**config.mk**
```make
export PLATFORM = sky130hd
export DESIGN_NAME = caf_argmax_ctrl
export DESIGN_NICKNAME = d
export VERILOG_FILES = /design/src/rtl/caf_argmax_ctrl.sv
export SDC_FILE = /design/constraint.sdc
export NUM_CORES = 1
export LEC_CHECK = 0
export ABC_AREA = 1
export CAP_MARGIN = 20
export CORE_MARGIN = 5
export CORE_UTILIZATION = 64
export DETAILED_ROUTE_END_ITERATION = 10
export PLACE_DENSITY_LB_ADDON = 0.2
export SLEW_MARGIN = 10
export SYNTH_ARGS = -nofsm -noshare
export SYNTH_HDL_FRONTEND = slang
export SYNTH_SLANG_ARGS = --single-unit
```
**constraint.sdc**
```tcl
create_clock -name clk -period 8.6 [get_ports clk]
set_input_delay 2.15 -clock clk [delete_from_list [all_inputs] [get_ports clk]]
set_output_delay 2.15 -clock clk [all_outputs]
set_load 0.01 [all_outputs]
```
**src/rtl/caf_argmax_ctrl.sv**
```systemverilog
// CAF peak-search sequencer: per-sample magnitude, per-bin and global
// argmax, result returned over a valid/ready handshake.
module caf_argmax_ctrl #(
  parameter int buffer_length = 10,
  parameter int index_bits    = 4,
  parameter int freq_bins     = 8,
  parameter int freq_bits     = 3,
  parameter int i_bits        = 12,
  parameter int q_bits        = 12,
  parameter int out_max_bits  = 24
) (
  input  logic                     clk,
  input  logic                     rst,
  input  logic                     start,
  input  logic                     m_axis_tvalid,
  input  logic signed [i_bits-1:0] xi,
  input  logic signed [q_bits-1:0] xq,
  output logic                     s_axis_tready,
  input  logic                     m_axis_tready,
  output logic                     s_axis_tvalid,
  output logic [out_max_bits-1:0]  out_max,
  output logic [index_bits-1:0]    index,
  output logic [freq_bits-1:0]     freq_index,
  output logic                     busy
);

  localparam int CW    = index_bits + 1;
  localparam int ISQ_W = 2 * i_bits - 1;
  localparam int QSQ_W = 2 * q_bits - 1;

  typedef enum logic [2:0] {
    IDLE, RUN, FLUSH, BIN_END, DONE
  } state_t;

  state_t                  state_q, state_d;
  logic [CW-1:0]           samp_q, samp_d;
  logic [freq_bits-1:0]    bin_q, bin_d;
  logic                    flush_q, flush_d;
  logic                    s1_vld_q, s1_vld_d;
  logic [ISQ_W-1:0]        isq_q, isq_d;
  logic [QSQ_W-1:0]        qsq_q, qsq_d;
  logic [index_bits-1:0]   s1_idx_q, s1_idx_d;
  logic                    s2_vld_q, s2_vld_d;
  logic [out_max_bits-1:0] mag_q, mag_d;
  logic [index_bits-1:0]   s2_idx_q, s2_idx_d;
  logic [out_max_bits-1:0] bmax_q, bmax_d;
  logic [index_bits-1:0]   bidx_q, bidx_d;
  logic [out_max_bits-1:0] gmax_q, gmax_d;
  logic [index_bits-1:0]   gidx_q, gidx_d;
  logic [freq_bits-1:0]    gfrq_q, gfrq_d;

  logic signed [2*i_bits-1:0] ip;
  logic signed [2*q_bits-1:0] qp;
  logic                       accept;

  assign ip = xi * xi;
  assign qp = xq * xq;

  assign s_axis_tready = (state_q == RUN) &&
                         (samp_q < CW'(buffer_length));
  assign accept        = s_axis_tready && m_axis_tvalid;
  assign s_axis_tvalid = (state_q == DONE);
  assign busy          = (state_q != IDLE);
  assign out_max       = gmax_q;
  assign index         = gidx_q;
  assign freq_index    = gfrq_q;

  always_comb begin
    state_d  = state_q;
    samp_d   = samp_q;
    bin_d    = bin_q;
    flush_d  = flush_q;
    s1_vld_d = accept;
    isq_d    = isq_q;
    qsq_d    = qsq_q;
    s1_idx_d = s1_idx_q;
    s2_vld_d = s1_vld_q;
    mag_d    = mag_q;
    s2_idx_d = s2_idx_q;
    bmax_d   = bmax_q;
    bidx_d   = bidx_q;
    gmax_d   = gmax_q;
    gidx_d   = gidx_q;
    gfrq_d   = gfrq_q;

    if (accept) begin
      isq_d    = ISQ_W'($unsigned(ip));
      qsq_d    = QSQ_W'($unsigned(qp));
      s1_idx_d = samp_q[index_bits-1:0];
      samp_d   = samp_q + CW'(1);
    end
    if (s1_vld_q) begin
      mag_d    = out_max_bits'(isq_q >> 1) +
                 out_max_bits'(qsq_q >> 1);
      s2_idx_d = s1_idx_q;
    end
    // strict compare keeps the earliest sample on ties
    if (s2_vld_q && (mag_q > bmax_q)) begin
      bmax_d = mag_q;
      bidx_d = s2_idx_q;
    end

    unique case (state_q)
      IDLE: begin
        if (start) begin
          state_d = RUN;
          samp_d  = '0;
          bin_d   = '0;
          bmax_d  = '0;
          bidx_d  = '0;
          gmax_d  = '0;
          gidx_d  = '0;
          gfrq_d  = '0;
        end
      end
      RUN: begin
        if (accept && (samp_q == CW'(buffer_length - 1))) begin
          state_d = FLUSH;
          flush_d = 1'b0;
        end
      end
      FLUSH: begin
        flush_d = 1'b1;
        if (flush_q) begin
          state_d = BIN_END;
          flush_d = 1'b0;
        end
      end
      BIN_END: begin
        if (bmax_q > gmax_q) begin
          gmax_d = bmax_q;
          gidx_d = bidx_q;
          gfrq_d = bin_q;
        end
        if (bin_q == freq_bits'(freq_bins - 1)) begin
          state_d = DONE;
        end else begin
          state_d = RUN;
          bin_d   = bin_q + freq_bits'(1);
          samp_d  = '0;
          bmax_d  = '0;
          bidx_d  = '0;
        end
      end
      DONE: begin
        if (m_axis_tready) state_d = IDLE;
      end
      default: state_d = IDLE;
    endcase
  end

  always_ff @(posedge clk) begin
    if (rst) begin
      state_q  <= IDLE;
      samp_q   <= '0;
      bin_q    <= '0;
      flush_q  <= 1'b0;
      s1_vld_q <= 1'b0;
      isq_q    <= '0;
      qsq_q    <= '0;
      s1_idx_q <= '0;
      s2_vld_q <= 1'b0;
      mag_q    <= '0;
      s2_idx_q <= '0;
      bmax_q   <= '0;
      bidx_q   <= '0;
      gmax_q   <= '0;
      gidx_q   <= '0;
      gfrq_q   <= '0;
    end else begin
      state_q  <= state_d;
      samp_q   <= samp_d;
      bin_q    <= bin_d;
      flush_q  <= flush_d;
      s1_vld_q <= s1_vld_d;
      isq_q    <= isq_d;
      qsq_q    <= qsq_d;
      s1_idx_q <= s1_idx_d;
      s2_vld_q <= s2_vld_d;
      mag_q    <= mag_d;
      s2_idx_q <= s2_idx_d;
      bmax_q   <= bmax_d;
      bidx_q   <= bidx_d;
      gmax_q   <= gmax_d;
      gidx_q   <= gidx_d;
      gfrq_q   <= gfrq_d;
    end
  end

endmodule

```
==> summary.txt <==
Critical path
  • Crit-path max FO: 14
  • CP delay by family, top: adder cells
  • Setup crit end kind: register
  • Buf/Inv on CP: 7
  • CP peak stage delay: 810 ps
  • Worst EP required: 8940 ps
  • R2r setup slk: 5800 ps
  • Reg2reg start: bmax_q[20]$_SDFF_PP0_
  • Crit-path cells: clkdlybuf4s50_1 -> clkinv_1 -> nor2_1 -> fa_1 -> fa_1 -> fa_1 -> fa_1 -> inv_1 -> fa_1 -> inv_1 -> ha_1 -> nand2_1 -> inv_1 -> nand2_1 -> nor3_1 -> nand4_1 -> nand3_1 -> inv_1 -> nand3_1 -> nand3_1 -> nand2_1 -> inv_1
  • Startpoint types: primary input
  • Worst path arrival time: 7860 ps
  • R2R Path End: bmax_q[22]$_SDFF_PP0_
  • CP Class: primary input to register
  • R2R depth: 11
  • Slowest CP cell: clkdlybuf4s50_1

CTS
  • Post-CTS Hold Fix Bufs: 0
  • Post-CTS Setup Repair Bufs: 0
  • Sink Count: 145
  • CTS tree: yes
  • Longest Clk Path Bufs: 2
  • CTS H-Tree Depth: 4
  • Clock transition at path regs: 70 ps
  • Num CTS Buffers: 17
  • Clk_lat worst skew: around 440 ps
  • Post_cts resized: 0
  • Root Buffer: clkbuf_16

Yosys
  • Largest cells by area after synthesis: fa_1 (26%), dfxtp_1 (16%), ha_1 (13%)
  • Post-synth cell types: 43
  • Largest family of logic cells by synthesized area: adder cells
  • Main synth FF type: dfxtp_1
  • Post-synth top area cell: fa_1
  • Post-synthesis xor/xnor area fraction: about 2.2%
  • Synth top area share: a little over a quarter
  • Post-synth ARST share: 0%
  • Synth Cell Area: 17790 µm²
  • Yosys synthesis warning count: 0
  • Mapped Cells: 2371
  • Synth Area in Compound Gates: 9.418%
  • Seq/Total Area, Yosys: 16.32%
  • Yosys reg bits: 145
  • Multiplexer share of the synthesized area: 0%
  • Net count after synthesis: 2813
  • Post-Synth Adder-Cell Area: 38.97%
  • Avg Synthesized Cell Area: around 7.5 µm²
  • Simple-gate share of the synthesized area: 18.92%
  • EDFF count, synth: 0

Global routing
  • Largest net degree at the start of global routing: 60
  • Total gr overflow: 0
  • First-pass GRT wire length: 68490 µm
  • Vias in the first global route: 15110
  • Initial antenna violation count: 0
  • Total global-route track usage: 26.43%

Final layout
  • Post-layout net count: 2832
  • Layout area overhead: 8.279%
  • Core Util, Final: between 60% and 70%
  • Finished Layout Cells: between 2000 and 3000
  • N_diodes: 0
  • Share of cells above drive strength 1: ~2.7%

Floorplan
  • Die ar.: 31230 µm²
  • Rows: about 60
  • Initial Util: 64.38%
  • Chip height: between 150 and 200 µm
  • Core Region: 27630 µm²
  • IO Pins: 63
  • Die X: around 180 µm

Route
  • Total Wirelength: 39730 µm
  • First drt pass iteration count: 8
  • Antenna viol nets, final: 0
  • Wirelength per Cell: 14.29 µm
  • Vias/cell: between 5 and 6
  • Initial DRC count: 981
  • Drt drc: 0
  • Total number of vias: approximately 15000

STA
  • Worst setup margin: about 1100 ps
  • Final period util: between 80 and 90%
  • Final setup viols: 0
  • Hold Vio Cnt, Final: 0
  • Post-route minimum period: ~7500 ps
  • Setup TNS: 0 ps
  • Max-Slew Margin vs Limit: 40.42%
  • Final Slew Violations: 0
  • RSZ-0062 raised after global routing: false
  • Worst slew pin tran: around 890 ps
  • Fmax: approximately 0.13 GHz
  • Worst Skew: around 16 ps

Pwr
  • Pint: 2.919 mW
  • Psw: ~3.4 mW
  • Switching Share: between 50% and 60%
  • P_leak: 10.32 nW
  • Sequential power share: 12.1%
  • Clock share of power: between 10% and 20%
  • Worst vdd ir: between 0.3 and 0.4 mV
  • Combinational power share: 76.0%
  • Tot Pwr: about 6.4 mW
  • Power Density: 330.1 nW/µm²

Hold path
  • Worst Hold Class: register to register
  • WHS Endpoint: s2_idx_q[0]$_SDFFE_PP0P_
  • Hold Path Cell Cnt: 2
  • Hold Path Origin: s2_idx_q[0]$_SDFFE_PP0P_

Placed design
  • Gpl congestion: 0.9326
  • Hpwl dp: between 30000 and 40000 µm
  • Post-Place Setup Slack: 712.6 ps
  • Port Buffers: between 60 and 70
  • Placed Cells: 2749

Status
  • Status: complete, no violations

Job
  • Max-cap violations: 0
[worst max-delay path by stage]
| stage | endpoint | start | cells after the start |
|---|---|---|---|
| after global routing | qsq_q[22]$_SDFFE_PP0P_ | xq[11] | 22 |
| after detailed placement | qsq_q[22]$_SDFFE_PP0P_ | xq[11] | 22 |
| after CTS | qsq_q[22]$_SDFFE_PP0P_ | xq[11] | 22 |
| after global placement | qsq_q[22]$_SDFFE_PP0P_ | xq[11] | 22 |
| after floorplan | isq_q[21]$_SDFFE_PP0P_ | xi[11] | 23 |
| final | qsq_q[22]$_SDFFE_PP0P_ | xq[11] | 22 |
[synth_stat cells (6+ instances only)]
cell type,count
inv_1,583
nand2_1,446
fa_1,235
ha_1,178
nand3_1,152
a21oi_1,147
dfxtp_1,145
nor2_1,137
o21ai_0,109
clkbuf_1,59
xor2_1,23
xnor2_1,22
nand4_1,19
nor3_1,14
a21o_1,12
o21a_1,10
buf_2,8
nand3b_1,8
or2_2,7
a31oi_1,6
nor4_1,6
[cell type report]
class / count / area, µm²
Multi-Input combinational cell: 1566 / 12370
Fill cell: 2366 / 8368
Sequential cell: 145 / 2903
Inverter: 586 / 2201
Timing Repair Buffer: 74 / 710.7
Tap cell: 378 / 473.0
Clock buffer: 17 / 425.4
Clock inverter: 15 / 181.4
[metal layers]
metal  track usage [%]  part of all wire [%]  up-vias
met5                 0                     0        -
met4             8.382                   2.9        0
met3             2.820                   4.2      100
met2             47.53                    51      378
met1             33.50                    42     6980
li1                  -                     -     7286
[worst register-to-register path, cell delays in order, from the launching register on]
cell,delay [ps]
dfxtp_1,420
inv_1,80
ha_1,310
nand4_1,140
nor4_1,360
nand3_1,150
nand3_1,100
buf_4,380
nand2_1,430
nand2_1,160
nand2_1,70
nor2_1,130
[power groups by stage]
stage	Sequential (mW)	Combinational, mW	Clock [mW]
floorplan	0.768	3.77	0
global placement	0.780	4.69	0
detailed placement	0.781	4.80	0
CTS	0.767	4.84	0.767
global route	0.773	5.62	0.796
finish	0.767	4.83	0.758
[cells in the final DEF (no fill, tap or decap), types with 3 or more instances in the layout]
cell and count:
inv_1 582, nand2_1 446, fa_1 235, ha_1 178, nand3_1 152, a21oi_1 147, dfxtp_1 145, nor2_1 137
o21ai_0 109, clkdlybuf4s50_1 62, xor2_1 23, xnor2_1 22, nand4_1 19, clkbuf_16 17, nor3_1 14, a21o_1 12
buf_4 12, o21a_1 10, nand3b_1 8, or2_2 7, nor4_1 6, a31oi_1 6, o21bai_1 5, o211ai_1 5
inv_8 5, clkinv_8 4, o21ai_1 3, clkinv_4 3
[cells by family after synthesis]
group / count (synthesis)
adders and majority gates: 413
buffers and inverters: 660
xor gates and xnor gates: 45
and+or+nand+nor: 799
AOI/OAI and AO/OA: 309
DFF: 145
[state kept, by name, summed over array words and instances (netlist names)]
name and cells:
freq_index 3, bin_q 3, s1_vld_q 1, mag_q 22, samp_q 5, s2_vld_q 1, out_max 24, bidx_q 4
bmax_q 24, state_q 3, s1_idx_q 4, qsq_q 21, isq_q 21, s2_idx_q 4, flush_q 1, index 4
[through the flow]
stage | cell area (µm²) | hold WS, ps
6_report | 19260 | 459.2
5_1_grt | 19260 | 485.3
4_1_cts | 19260 | 460.3
3_5_place_dp | 18650 | 450.0
3_3_place_gp | 18650 | 444.3
2_1_floorplan | 17790 | 430.0
Note: power is estimated with default switching activity, not from simulation.
==> RTL edit 1, RTL diff (config.mk and constraints unchanged) <==
Encoding of `state_t`: now Gray code (3 bits for 5 states).
--- a/src/rtl/caf_argmax_ctrl.sv
+++ b/src/rtl/caf_argmax_ctrl.sv
@@ -30,5 +30,5 @@
 
   typedef enum logic [2:0] {
-    IDLE, RUN, FLUSH, BIN_END, DONE
+    IDLE = 3'b000, RUN = 3'b001, FLUSH = 3'b011, BIN_END = 3'b010, DONE = 3'b110
   } state_t;
 
Behaviour: no difference found for any inputs over 10 cycles, from zero or initial values and one cycle with rst high; not proved beyond that.
==> RTL edit 1 against the original RTL <==
Design area fell by 0.44%. Count of clock-buffer cells in the layout did not move. Clock power rose by 3.4%. Core utilization fell by 0.11 points. Worst setup slack improved by 0.16 ns. Power rose by 3.3%. Die area fell by 0.16%. Via count fell by 0.35%. Area after synthesis fell by 0.18%. Clock skew fell by 0.0054 ns. Sequential cell count did not move. Register-to-register slack got worse by 0.14 ns. Wire length fell by 1.6%. Critical path type unchanged.
==> RTL edit 1: results <==
export IMPL_seq_power_w=0.000806
export IMPL_grt_pass1_wl_um=67400
export IMPL_max_stage_delay_ns=0.78
export IMPL_crit_arrival_ns=7.71
export IMPL_synth_xor_area_frac=0.0217
export IMPL_place_gp_congestion=0.929
export IMPL_n_all_inverters=570
export IMPL_multi_input_gates=1607
export IMPL_synth_compound_area_frac=0.0834
export IMPL_swShare=0.534
export IMPL_tightest_slew_ns=0.904
export IMPL_pre_cts_slack_ns=0.816
export IMPL_track_usage=0.260
export IMPL_drt_met1_wl_um=16400
export IMPL_grt_use_met3=0.0272
export IMPL_ys_top_cells_by_count="inv_1, nand2_1, nor2_1"
export IMPL_dp_hpwl_um=31900
export IMPL_synth_area_top_cells="fa_1, dfxtp_1, ha_1"
export IMPL_drtIter0Drc=792
export IMPL_dr_pass1_iters=5
export IMPL_place_area_um2=18600
export IMPL_ys_seq_area_frac=0.163
export IMPL_dieArea_um2=31200
export IMPL_vdd_drop_max_v=0.000352
export IMPL_buffers=66
export IMPL_clock_cell_area_share=0.0321
export IMPL_grt_pass1_vias=14871
export IMPL_fillers=2335
export IMPL_yosysUniqueCellTypes=50
export IMPL_synthesis_instances=2393
export IMPL_clock_buffers=17
export IMPL_yosys_area_share_adder=0.389
export IMPL_top_layer="met4"
export IMPL_grt_use_met1=0.325
export IMPL_grt_util_met2=0.477
export IMPL_status="finished clean"
export IMPL_via_per_inst=5.25
export IMPL_buffer_area_frac=0.0337
export IMPL_multi_input_area_um2=12400
export IMPL_route_met3_wl_um=1610
export IMPL_finish_utilization=0.696
export IMPL_fin_worst_skew_ns=0.0108
export IMPL_port_buffers=62
export IMPL_seq_area_frac=0.151
export IMPL_dr_wl_met2_um=20300
export IMPL_power_leakage_nw=10.5
export IMPL_wl_per_cell_um=14.0
export IMPL_drive_gt1_frac=0.0310
export IMPL_grt_max_degree=64
export IMPL_drt_total_wl_um=39100
export IMPL_switching_power_w=0.00351
export IMPL_place_inst=2766
export IMPL_combPwrFrac=0.758
[RTL edit 1: cell count changes after synthesis, sizes merged, moves of 16 or more]
cell	change
a21oi	-43
clkbuf	-16
inv	-17
nand2	+18
nand3	-51
nor2	+130
[RTL edit 1: worst register-to-register path: stages, from the launching register on]
cell     delay (ns)
dfxtp_1        0.42
inv_1          0.09
ha_1           0.30
nand2_1        0.07
nor2_1         0.14
nand2_1        0.12
nor2_1         0.12
nand2_1        0.07
nand3_1        0.07
nand2_1        0.11
nand2_2        0.37
nand2_2        0.55
nor2_1         0.32
nor2_1         0.07
[RTL edit 1: worst paths after layout]
path	from	end	slack, ns	cells past startpoint
max reg2reg	out_max[23]	out_max[12]	5.66	13
min reg2reg	s1_idx_q[0]	s1_idx_q[0]	0.48	2
max	xq[11]	qsq_q[22]	1.24	23
min	s1_idx_q[0]	s1_idx_q[0]	0.48	2
==> RTL edit 2, RTL diff (same flow settings) <==
Made on the original files. Set the parameter `q_bits` to 24 (it was 12).
--- a/src/rtl/caf_argmax_ctrl.sv
+++ b/src/rtl/caf_argmax_ctrl.sv
@@ -7,5 +7,5 @@
   parameter int freq_bits     = 3,
   parameter int i_bits        = 12,
-  parameter int q_bits        = 12,
+  parameter int q_bits        = 24,
   parameter int out_max_bits  = 24
 ) (
Interface: changed (resized xq); port bits go from 63 to 75. No check against the original RTL was run, so the function may have changed too.
==> RTL edit 2 against the original RTL <==
Wire length increased by 24%. Synthesized cell count increased by 16%. Count of clock-buffer cells in the layout unchanged. Design area increased by 21%. Sequential cell count increased by 3. Area after synthesis increased by 21%. Final cell count increased by 17%. Worst setup slack got worse by 0.68 ns.
Power is left out: the tool's default activity adds up to more than one toggle a clock period on the data nets, which glitch-free logic cannot reach.
==> RTL edit 2: results <==
export IMPL_yosysUniqueCellTypes=50
export IMPL_status="finished clean"
export IMPL_drt_total_wl_um=49200
export IMPL_num_vias=17322
export IMPL_drt_met1_wl_um=20700
export IMPL_crit_start="xq[2]"
export IMPL_max_stage_delay_ns=0.74
export IMPL_grt_use_met1=0.343
export IMPL_grt_pass1_vias=17974
export IMPL_synthesis_instances=2758
export IMPL_critPathCapture="qsq_q[19]"
export IMPL_port_buffers=74
export IMPL_r2r_end="out_max[23]"
export IMPL_ys_top_cells_by_count="inv_1, nand2_1, fa_1"
export IMPL_dp_hpwl_um=41700
export IMPL_grt_use_met3=0.0330
export IMPL_hold_class="reg2reg"
export IMPL_synth_area_top_cells="fa_1, dfxtp_1, inv_1"
export IMPL_synth_compound_area_frac=0.0980
export IMPL_slew_headroom=0.518
export IMPL_grt_pass1_wl_um=84800
export IMPL_dr_wl_met2_um=25300
export IMPL_grt_max_degree=52
export IMPL_crit_arrival_ns=8.53
export IMPL_synth_xor_area_frac=0.0241
export IMPL_yosys_area_share_adder=0.437
export IMPL_reg2reg_depth=14
export IMPL_ys_seq_area_frac=0.138
export IMPL_reg2reg_slack_ns=5.38
export IMPL_dr_pass1_iters=7
export IMPL_route_met3_wl_um=2060
export IMPL_fin_worst_skew_ns=0.0128
export IMPL_place_gp_congestion=1.02
export IMPL_grt_util_met2=0.484
export IMPL_drtIter0Drc=1015
export IMPL_fillers=2823
export IMPL_path_max_fanout=13
export IMPL_place_inst=3229
export IMPL_drive_gt1_frac=0.0437
export IMPL_antenna_found_initial=0
export IMPL_r2r_start="out_max[23]"
export IMPL_track_usage=0.269
export IMPL_nets=3397
export IMPL_via_per_inst=5.31
RTL edit 2: changes by cell type after synthesis, moves of 9 or more:
cell,before,now
nand3_1,152,103
inv_1,583,764
nor2_1,137,121
buf_2,8,24
xor2_1,23,37
o21ai_1,3,14
o21ai_0,109,93
ha_1,178,226
nand2_1,446,491
fa_1,235,328
o211ai_1,5,14
o22ai_1,0,22
o21ai_2,2,11
RTL edit 2: metrics by stage:
stage | setup TNS [ns] | setup slack (ns) | hold slack [ns] | util | area, µm²
after floorplan | 0 | 0.684 | 0.430 | - | 21500
after global placement | 0 | 0.0860 | 0.441 | 0.681 | 22700
after detailed placement | -0.00912 | -0.00912 | 0.454 | 0.681 | 22700
after CTS | 0 | 0.457 | 0.465 | 0.698 | 23300
after global routing | 0 | 0.0665 | 0.490 | 0.699 | 23300
final | 0 | 0.399 | 0.465 | 0.699 | 23300
RTL edit 2: layout make-up:
class                           instances  area (µm²)  area share
Clock buffer                           17         425      0.0182
Clock inverter                         15         121     0.00520
Inverter                              771        2900       0.124
Multi-Input combinational cell       1752       15200       0.654
Sequential cell                       148        2960       0.127
Tap cell                              448         561      0.0240
Timing Repair Buffer                  112        1120      0.0478
RTL edit 2: worst min path at each step:
| stage | start | end | slack, ns | cells past startpoint |
|---|---|---|---|---|
| after floorplan | samp_q[4] | samp_q[4] | 0.43 | 2 |
| after global placement | samp_q[4] | samp_q[4] | 0.44 | 2 |
| final | flush_q | flush_q | 0.46 | 2 |
| after detailed placement | flush_q | flush_q | 0.45 | 2 |
| after CTS | flush_q | flush_q | 0.47 | 2 |
| after global routing | s1_idx_q[0] | s1_idx_q[0] | 0.49 | 2 |
